### src/rtl/uart_receiver.sv
// rtl/uart_receiver.sv - 8N1 UART receiver with mid-bit sampling, framing-error and overrun reporting
// Holds each received byte in received_data until the consumer acknowledges it with data_read.
module uart_receiver #(
    parameter int CLOCKS_PER_BIT = 87
) (
    input  logic       clock,
    input  logic       reset_n,
    input  logic       serial_in,
    input  logic       data_read,
    output logic [7:0] received_data,
    output logic       data_ready,
    output logic       reception_done,
    output logic       frame_error,
    output logic       overrun,
    output logic       is_receiving
);

    localparam logic [7:0] HALF_CNT = 8'((CLOCKS_PER_BIT - 1) / 2);
    localparam logic [7:0] LAST_CNT = 8'(CLOCKS_PER_BIT - 1);

    typedef enum logic [2:0] {
        S_IDLE,
        S_START_BIT,
        S_DATA_BITS,
        S_STOP_BIT,
        S_CLEANUP
    } state_t;

    logic       sync1_q;
    logic       sync2_q;
    logic       rx;

    state_t     state_q;
    logic [7:0] cnt_q;
    logic [2:0] bit_idx_q;
    logic [7:0] shift_q;
    logic [7:0] data_q;
    logic       ready_q;
    logic       done_q;
    logic       ferr_q;
    logic       ovr_q;
    logic       busy_q;

    // Both flops reset high so a reset never looks like a start bit.
    always_ff @(posedge clock or negedge reset_n) begin
        if (!reset_n) begin
            sync1_q <= 1'b1;
            sync2_q <= 1'b1;
        end else begin
            sync1_q <= serial_in;
            sync2_q <= sync1_q;
        end
    end

    assign rx = sync2_q;

    always_ff @(posedge clock or negedge reset_n) begin
        if (!reset_n) begin
            state_q   <= S_IDLE;
            cnt_q     <= 8'd0;
            bit_idx_q <= 3'd0;
            shift_q   <= 8'd0;
            data_q    <= 8'd0;
            ready_q   <= 1'b0;
            done_q    <= 1'b0;
            ferr_q    <= 1'b0;
            ovr_q     <= 1'b0;
            busy_q    <= 1'b0;
        end else begin
            done_q <= 1'b0;
            ferr_q <= 1'b0;
            ovr_q  <= 1'b0;

            // Acknowledge first; a commit later in this block overrides it.
            if (data_read && ready_q) begin
                ready_q <= 1'b0;
            end

            case (state_q)
                S_IDLE: begin
                    cnt_q     <= 8'd0;
                    bit_idx_q <= 3'd0;
                    if (!rx) begin
                        state_q <= S_START_BIT;
                        busy_q  <= 1'b1;
                    end
                end

                S_START_BIT: begin
                    if (cnt_q == HALF_CNT) begin
                        cnt_q <= 8'd0;
                        if (!rx) begin
                            state_q <= S_DATA_BITS;
                        end else begin
                            state_q <= S_IDLE;
                            busy_q  <= 1'b0;
                        end
                    end else begin
                        cnt_q <= cnt_q + 8'd1;
                    end
                end

                S_DATA_BITS: begin
                    if (cnt_q == LAST_CNT) begin
                        cnt_q              <= 8'd0;
                        shift_q[bit_idx_q] <= rx;
                        if (bit_idx_q == 3'd7) begin
                            state_q <= S_STOP_BIT;
                        end else begin
                            bit_idx_q <= bit_idx_q + 3'd1;
                        end
                    end else begin
                        cnt_q <= cnt_q + 8'd1;
                    end
                end

                S_STOP_BIT: begin
                    if (cnt_q == LAST_CNT) begin
                        cnt_q   <= 8'd0;
                        busy_q  <= 1'b0;
                        state_q <= S_CLEANUP;
                        if (rx) begin
                            data_q  <= shift_q;
                            ready_q <= 1'b1;
                            done_q  <= 1'b1;
                            ovr_q   <= ready_q && !data_read;
                        end else begin
                            ferr_q <= 1'b1;
                        end
                    end else begin
                        cnt_q <= cnt_q + 8'd1;
                    end
                end

                // A held-low line (break) must not be mistaken for a new start bit.
                S_CLEANUP: begin
                    if (rx) begin
                        state_q <= S_IDLE;
                    end
                end

                default: begin
                    state_q <= S_IDLE;
                end
            endcase
        end
    end

    assign received_data  = data_q;
    assign data_ready     = ready_q;
    assign reception_done = done_q;
    assign frame_error    = ferr_q;
    assign overrun        = ovr_q;
    assign is_receiving   = busy_q;

endmodule

### config.mk
export PLATFORM = sky130hd
export DESIGN_NAME = uart_receiver
export DESIGN_NICKNAME = d
export VERILOG_FILES = /design/src/rtl/uart_receiver.sv
export SDC_FILE = /design/constraint.sdc
export NUM_CORES = 1
export LEC_CHECK = 0
export CAP_MARGIN = 30
export CORE_MARGIN = 5
export CORE_UTILIZATION = 50
export DETAILED_ROUTE_END_ITERATION = 10
export PLACE_DENSITY = 0.74
export SYNTH_ARGS = -nofsm -noshare
export SYNTH_HDL_FRONTEND = slang
export SYNTH_SLANG_ARGS = --single-unit
### constraint.sdc
create_clock -name clock -period 2.1 [get_ports clock]
set_input_delay 0.42 -clock clock [delete_from_list [all_inputs] [get_ports clock]]
set_output_delay 0.42 -clock clock [all_outputs]
set_load 0.05 [all_outputs]
== Word-level counts from Yosys, hierarchy flattened ==
Index checks and enable logic that the tools add are counted.

* Add/subtract/negate cells: 2
* Reduce and logical (&&, ||, !) cells: 14
* Mux-type cells: 35
* $lt $le $gt $ge: 2
* Equality and inequality tests: 15

{| class="wikitable"
|+ Operators with widths
! cell !! number
|-
| $mux 3 || 8
|-
| $pmux 8 s3 || 1
|-
| $mux 1 || 18
|-
| $mux 8 || 2
|-
| $ne 2x2->1 const B || 8
|-
| $pmux 3 s5 || 1
|-
| $add 8x1->8 const B || 1
|-
| $bwmux 8 || 1
|-
| $eq 8x6->1 const B || 1
|-
| $eq 8x7->1 const B || 1
|-
| $eq 3x2->1 const B || 2
|-
| $eq 3x3->1 const B || 2
|-
| $pmux 3 s2 || 1
|-
| $reduce_and 3->1 || 2
|-
| $reduce_and 6->1 || 1
|-
| $reduce_bool 3->1 || 2
|-
| $reduce_and 5->1 || 1
|-
| $lt 3x4->1 const B || 1
|-
| $add 3x1->3 const B || 1
|-
| $demux 1 s3 || 1
|-
| $eq 3x1->1 const B || 1
|-
| $ge 3x1->1 const B || 1
|-
| $logic_and 1x1->1 || 3
|-
| $logic_not 3->1 || 1
|-
| other kinds (6) || 6
|}

* Output and inout port bits: 13
* Flip-flop bits (word level): 37
* Logic and storage cells: 80
* Input port bits: 4

== Depth between registers and ports, before layout ==
Gate-level depths: netlist (run 1).

* Depth in word-level cells: 5
* Gate-level depth with buffers: 7
* Gate-level depth less buffers: 6

== Least setup slack after synthesis (run 1) ==
No wires, ideal clock.

* Path type: reg-to-reg
* Start point: reg cnt_q[3]
* End point: reg shift_q[1]
* Required time: 1.972 ns
* Slack: 0.093 ns
* Cell stages (with the launch flop): 6
* Library setup time: 0.128 ns
* Buffers on the path: 1
* Clock period less this slack: 2.007 ns
* Data arrival time: 1.880 ns
* Cells stage by stage: dfrtp_1 or3b_1 buf_2 or4_4 nor3_2 mux2_1

* Cells in the longest elaborated chain, start to end: 2

{| class="wikitable"
|+ RTL lines
! element !! line !! text
|-
| from (decl) || 34 || <nowiki>logic [7:0] cnt_q;</nowiki>
|-
| from (signal assigned) || 99 || <nowiki>cnt_q <= cnt_q + 8'd1;</nowiki>
|-
| from (signal assigned) || 113 || <nowiki>cnt_q <= cnt_q + 8'd1;</nowiki>
|-
| from (signal assigned) || 131 || <nowiki>cnt_q <= cnt_q + 8'd1;</nowiki>
|-
| $eq 8x7->1 || 104 || <nowiki>if (cnt_q == LAST_CNT) begin</nowiki>
|-
| $reduce_and 2->1 (no source line) || n/a ||
|-
| to (signal, indexed assignment) || 106 || <nowiki>shift_q[bit_idx_q] <= rx;</nowiki>
|-
| to (decl) || 36 || <nowiki>logic [7:0] shift_q;</nowiki>
|}

Every way passes these cells.
A chain may end at the register's enable or synchronous reset.

== Worst setup path in the final report (run 1) ==
* Start point: reg state_q[2]
* End point: reg shift_q[5]

* Cells in the longest elaborated chain, start to end: 2

{| class="wikitable"
|+ RTL lines
! element !! line !! text
|-
| from (decl) || 33 || <nowiki>state_t state_q;</nowiki>
|-
| from (signal assigned) || 59 || <nowiki>state_q <= S_IDLE;</nowiki>
|-
| from (signal assigned) || 84 || <nowiki>state_q <= S_START_BIT;</nowiki>
|-
| from (signal assigned) || 93 || <nowiki>state_q <= S_DATA_BITS;</nowiki>
|-
| $eq 3x2->1 || 79 || <nowiki>case (state_q)</nowiki>
|-
| $reduce_and 2->1 (no source line) || n/a ||
|}

Every way passes these cells.

==> qor.yml, run 1 <==
root_buffer: "clkbuf_4"
diodes: 0
grt_use_total: 0.1464
synth_compound_area_frac: 0.09240
drive_above_1_share: 0.1596
critPathRequiredTime_ns: 2.33
path_cells: "or3b_2 > or4_4 > nor3_2 > mux2_1"
synth_top_area_frac: 0.4975
slowest_stage: "or3b_2"
synth-xor-area-share: 0.009950
leakage_nw: 0.9958
synth-simple-area-share: 0.1912
critPathArrivalTime_ns: 2.23
async_flop_share: 1.000
clock_latency_ns: 0.35
area_delta_synth_final_pct: 20.68
clock_sinks: 37
synth_cell_type_count: 43
die_w_um: 69.34
core_um2: 3363
cts_setup_buffers: 0
viasPerCell: 5.517
path_clk_slew_ns: 0.11
cts_tree: "done"
skew_ns: 0.009806
cts_made_buffers: 5
synth.most_common_cell: "dfrtp_1"
yosys-top-cells-area: "dfrtp_1 (50%), mux2_1 (11%), nand2_1 (3.4%), dfstp_2 (3.0%), ha_1 (2.8%)"
drt_first_pass_iters: 4
stdcell_area_um2: 2125
ys_top_cells_by_count: "dfrtp_1 (35), mux2_1 (17), nand2_1 (16)"
cp_slowest_stage_delay_ns: 0.53
layout.nets: 195
cp_max_fo: 4
critPathKind: "reg2reg"
drtIter0Drc: 85
ff2ff_setup_slack_ns: 0.10
antenna_found_initial: 0
synthAdderAreaFrac: 0.02843
syn_inst: 156
routedWlPerCell_um: 14.13
critPathTopFamily: "simple AND/OR/NAND/NOR gates"
io_buffers: 16
ys_warn_count: 0
route.detailed.drc: 0
cts_hold_buf: 0
hold_viol: 0
crit_buf_inv: 0
rsz0062_at_grt: "false"
place_hpwl_um: 2426
syn_nets: 164
ys_seq_elements: 37
synth_top_family_by_area: "simple AND/OR/NAND/NOR gates"
gp_congestion: 0.8895
final_antenna_net_count: 0
period_needed_ns: 1.998
fill_cells: 294
worst_pin_slew_ns: 0.5060
start_util: 0.5234
rows: 21
power_density_nw_per_um2: 598.8
slew_headroom: 0.6616
post-route-period-util: 0.9515
outcome: "finished, final reports clean"
grt_pass1_vias: 1275
die-area_um2: 4807
syn-cell-area_um2: 1760
start_kind: "flop"
synth_edf_count: 0
grt_pass1_wl_um: 5630
synth.area.mux_share: 0.1201
cap_violations: 0
crit_path_end_kind: "flop"
vias: 1291
grt_overflow_total: 0
ys_seq_area_frac: 0.5274
final_max_slew_viol_count: 0
finalSetupViolCount: 0
fin_tns_setup_ns: 0
placed_cell_area_um2: 2064
fmax_mhz: 500.4
min_path_type: "reg2reg"
num_io_pins: 17
ir_drop_v: 0.0004158
clk_path_buf_depth: 2
avgSynthCellArea_um2: 11.28
h-tree-depth: 2
p_total_mw: 1.272
grt_max_degree: 38
drt_wl_total_um: 3307
synth_flop_cell: "dfrtp_1"
yosysTopAreaCell: "dfrtp_1"
cts-resized-gates: 0
dieHeight_um: 69.34
kinds of logic after synthesis:
kind of cell / count (synthesis)
compound gates: 23
xor+xnor: 2
fa+ha+maj: 4
buf+inv: 13
flops: 37
mux: 19
simple gates: 58
through the flow:
stage | std cells | hold slack, ns | setup WS (ns) | utilization
6_report | 234 | 0.3642 | 0.1018 | 0.6317
5_1_grt | 234 | 0.3708 | 0.02577 | 0.6317
4_1_cts | 234 | 0.3637 | 0.1168 | 0.6291
3_5_place_dp | 226 | 0.3488 | 0.1389 | 0.6138
3_3_place_gp | 226 | 0.3464 | 0.1584 | 0.6138
2_1_floorplan | 156 | 0.1244 | 0.09275 | -
layout by cell type (no fill, tap or decap), types with 2 or more instances in the layout:
| cell | n |
|---|---|
| a21oi_1 | 2 |
| and3_1 | 4 |
| buf_4 | 12 |
| clkbuf_4 | 5 |
| clkdlybuf4s50_1 | 16 |
| clkinv_2 | 2 |
| dfrtp_1 | 35 |
| dfstp_2 | 2 |
| ha_1 | 4 |
| inv_1 | 8 |
| mux2_1 | 17 |
| mux2i_1 | 2 |
| nand2_1 | 16 |
| nand3_1 | 8 |
| nor2_1 | 8 |
| nor2b_1 | 3 |
| nor3_1 | 2 |
| nor3_2 | 4 |
| nor4_1 | 3 |
| o211ai_1 | 2 |
| o21ai_1 | 4 |
| o22ai_1 | 2 |
| o31ai_1 | 2 |
| or3b_1 | 2 |
| xnor2_1 | 2 |
sequential cells by signal, summed over array words and instances (netlist names), 3 cells and up:
| signal | count |
|---|---|
| state_q | 3 |
| cnt_q | 8 |
| bit_idx_q | 3 |
| received_data | 8 |
| shift_q | 8 |
final cells by class:
class / instances / area (um2) / area share
flip-flops and latches: 37 / 928.4 / 0.4370
multi-input cells: 106 / 787.0 / 0.3704
repair buffers: 29 / 270.3 / 0.1272
well taps: 46 / 57.56 / 0.02709
clock buffers: 6 / 41.29 / 0.01943
inverters: 8 / 30.03 / 0.01413
clock inverters: 2 / 10.01 / 0.004711
worst paths after layout:
path | start | end | cells past startpoint
setup / recovery | state_q[2]$_DFFE_PN0P_ | shift_q[5]$_DFFE_PN0P_ | 4
hold / removal | sync1_q$_DFF_PN1_ | rx$_DFF_PN1_ | 0
max in group asynchronous | reset_n | rx$_DFF_PN1_ | 2
min in group asynchronous | reset_n | received_data[3]$_DFFE_PN0P_ | 2
hold reg to reg | sync1_q$_DFF_PN1_ | rx$_DFF_PN1_ | 0
setup reg to reg | state_q[2]$_DFFE_PN0P_ | shift_q[5]$_DFFE_PN0P_ | 4
layer usage:
layer	track usage	up-vias	wire, um
li1	-	628	-
met1	0.1758	632	1399
met2	0.2394	27	1691
met3	0.04783	4	171
met4	0.06291	0	45
met5	0	-	0
worst reg2reg max path, cell delays in order, from the launching register on:
cell     delay, ns
dfrtp_1       0.40
or3b_2        0.53
or4_4         0.48
nor3_2        0.14
mux2_1        0.33
power breakdown:
group	total [mW]	switching [mW]	leakage, nW	internal, mW
sequential	0.760	0.0247	0.497	0.736
combinational	0.155	0.0930	0.466	0.0616
clock	0.357	0.230	0.0320	0.127
(Power assumes the default switching activity.)
==> run 2: changes to the inputs <==
- RECOVER_POWER: default -> 25
==> run 2 against run 1 <==
  * Utilization decreased by 0.074 points
  * Sequential share of layout area rose by 0.051 points
  * Via count unchanged
  * Worst setup slack worse by 0.00058 ns
  * Sequential power is essentially flat
  * Maximum frequency about the same
  * Register-to-register slack is essentially flat
  * Final cell count stayed put
  * Critical path type unchanged
  * Largest cell class unchanged
  * Critical path depth rose by 1
==> qor.yml, run 2 (synthesis gave the netlist of run 1 again) <==
grt_use_total: 0.1464  # unchanged
drtIter0Drc: 92  # +8.2%
hold_viol: 0  # unchanged
path_clk_slew_ns: 0.10  # about the same
placed_cell_area_um2: 2064  # unchanged
grt_overflow_total: 0  # unchanged
place_hpwl_um: 2426  # unchanged
fill_cells: 295  # +0.34%
cts_setup_buffers: 0  # unchanged
start_kind: "flop"
root_buffer: "clkbuf_4"
dieHeight_um: 69.34  # unchanged
cts_tree: "done"
slowest_stage: "or3b_1"
cp_max_fo: 8  # +4
final_common_cell: "dfrtp_1"
p_total_mw: 1.269  # -0.28%
min_from: "sync1_q$_DFF_PN1_"
cp_slowest_stage_delay_ns: 0.46  # -0.07 ns
antenna_found_initial: 0  # unchanged
rows: 21  # unchanged
outcome: "finished, final reports clean"
worst_pin_slew_ns: 0.8774  # +0.3714 ns
critPathArrivalTime_ns: 2.21  # -0.02 ns
final_max_slew_viol_count: 0  # unchanged
cap_violations: 0  # unchanged
fmax_mhz: 500.3  # about the same
slew_headroom: 0.4151  # -0.2465
grt_pass1_vias: 1275  # unchanged
fin_tns_setup_ns: 0  # unchanged
skew_ns: 0.009220  # -0.0005867 ns
internal_power_uw: 923.2  # -0.15%
crit_path_end_kind: "flop"
path_cells: "or3b_1 > buf_4 > o211a_2 > nor2_1 > o211ai_1"
io_buffers: 16  # unchanged
num_io_pins: 17  # unchanged
switching_share: 0.2723  # -0.0009621
drt_first_pass_iters: 4  # unchanged
multi_input_area_um2: 787.0  # unchanged
vias: 1291  # unchanged
final_cell_mix: "dfrtp_1 (35), mux2_1 (17), nand2_1 (16)"
ir_drop_v: 0.0004131  # -0.63%
critPathRequiredTime_ns: 2.32  # about the same
place_inst: 226  # unchanged
power_frac_seq: 0.599  # about the same
drive_above_1_share: 0.1596  # unchanged
p_comb_frac: 0.121  # about the same
r2r-start: "cnt_q[3]$_DFFE_PN0P_"
layout.nets: 195  # unchanged
seqCellArea_um2: 928.4  # unchanged
h-tree-depth: 2  # unchanged
viasPerCell: 5.517  # unchanged
min_path_type: "reg2reg"
grt_max_degree: 38  # unchanged
p_clk_frac: 0.280  # about the same
die-area_um2: 4807  # unchanged
diodes: 0  # unchanged
clock_latency_ns: 0.34  # about the same
clock_sinks: 37  # unchanged
drt_wl_total_um: 3297  # -0.30%
cts-resized-gates: 0  # unchanged
rsz0062_at_grt: "false"
die_w_um: 69.34  # unchanged
period_needed_ns: 1.999  # +0.0005810 ns
area_delta_synth_final_pct: 20.54
hold_slack_ns: 0.3639  # -0.0002640 ns
cts_made_buffers: 5  # unchanged
finalSetupViolCount: 0  # unchanged
stdcell_area_um2: 2122  # -0.12%
final_antenna_net_count: 0  # unchanged
route.detailed.drc: 0  # unchanged
critPathKind: "reg2reg"
post-route-period-util: 0.9518  # about the same
grt_pass1_wl_um: 5630  # unchanged
leakage_nw: 0.9957  # about the same
core_um2: 3363  # unchanged
clk_path_buf_depth: 2  # unchanged
final_cells: 234  # unchanged
power_density_nw_per_um2: 597.9  # -0.16%
start_util: 0.5234  # unchanged
cts_hold_buf: 0  # unchanged
routedWlPerCell_um: 14.09  # -0.30%
critPathLaunch: "cnt_q[3]$_DFFE_PN0P_"
p_switching_uw: 345.4  # -0.63%
gp_congestion: 0.8895  # unchanged
run 2: cell count changes in the layout (fill, tap and decap cells not counted):
cell             before  now
dlygate4sd3_1         0    2
clkdlybuf4s50_1      16   14
clkbuf_2              0    1
buf_4                12   11
run 2: final timing paths:
check                                               end  slack [ns]  depth (start not counted)
max in group asynchronous          cnt_q[1]$_DFFE_PN0P_        0.85                          2
min reg2reg                                rx$_DFF_PN1_        0.36                          0
max reg2reg                        cnt_q[4]$_DFFE_PN0P_        0.10                          5
max                                cnt_q[4]$_DFFE_PN0P_        0.10                          5
min in group asynchronous  received_data[3]$_DFFE_PN0P_        0.71                          2
min                                        rx$_DFF_PN1_        0.36                          0
run 2: critical path: cells and delay by family, from the launching register on:
family          cells  cell delay [ns]
simple gates        2             0.84
buf+inv             1             0.19
flops               1             0.39
compound gates      2             0.46
run 2: power by group through the flow:
stage | sequential (mW) | clock (mW) | combinational, mW
2_1_floorplan | 0.776 | 0 | 0.0864
3_3_place_gp | 0.771 | 0 | 0.149
3_5_place_dp | 0.772 | 0 | 0.155
4_1_cts | 0.759 | 0.374 | 0.155
5_1_grt | 0.765 | 0.403 | 0.172
6_report | 0.760 | 0.355 | 0.153
run 2: final cells by class:
cell class	instances	area share
flip-flops and latches	37	0.4375
multi-input cells	106	0.3709
repair buffers	29	0.1262
well taps	46	0.02712
clock buffers	6	0.01946
inverters	8	0.01415
clock inverters	2	0.004717
run 2: metrics by stage:
step,util,worst slack (ns)
final,0.6310,0.1012
after global routing,0.6310,0.02577
after CTS,0.6291,0.1168
after global placement,0.6138,0.1584
after floorplan,-,0.09275
after detailed placement,0.6138,0.1389
run 2: per-layer routing:
metal	global-route usage	up-vias	routed length [um]
li1	-	629	-
met3	0.04783	4	160
met1	0.1758	630	1390
met2	0.2394	28	1700
met5	0	-	0
met4	0.06291	0	45
==> run 3: changes to the inputs <==
- CAP_MARGIN: 30 -> 40
- SKIP_LAST_GASP: default -> 1
- TNS_END_PERCENT: default -> 10
==> results of run 3 <==
The final DEF is identical to that of run 2; final timing and power are the same.
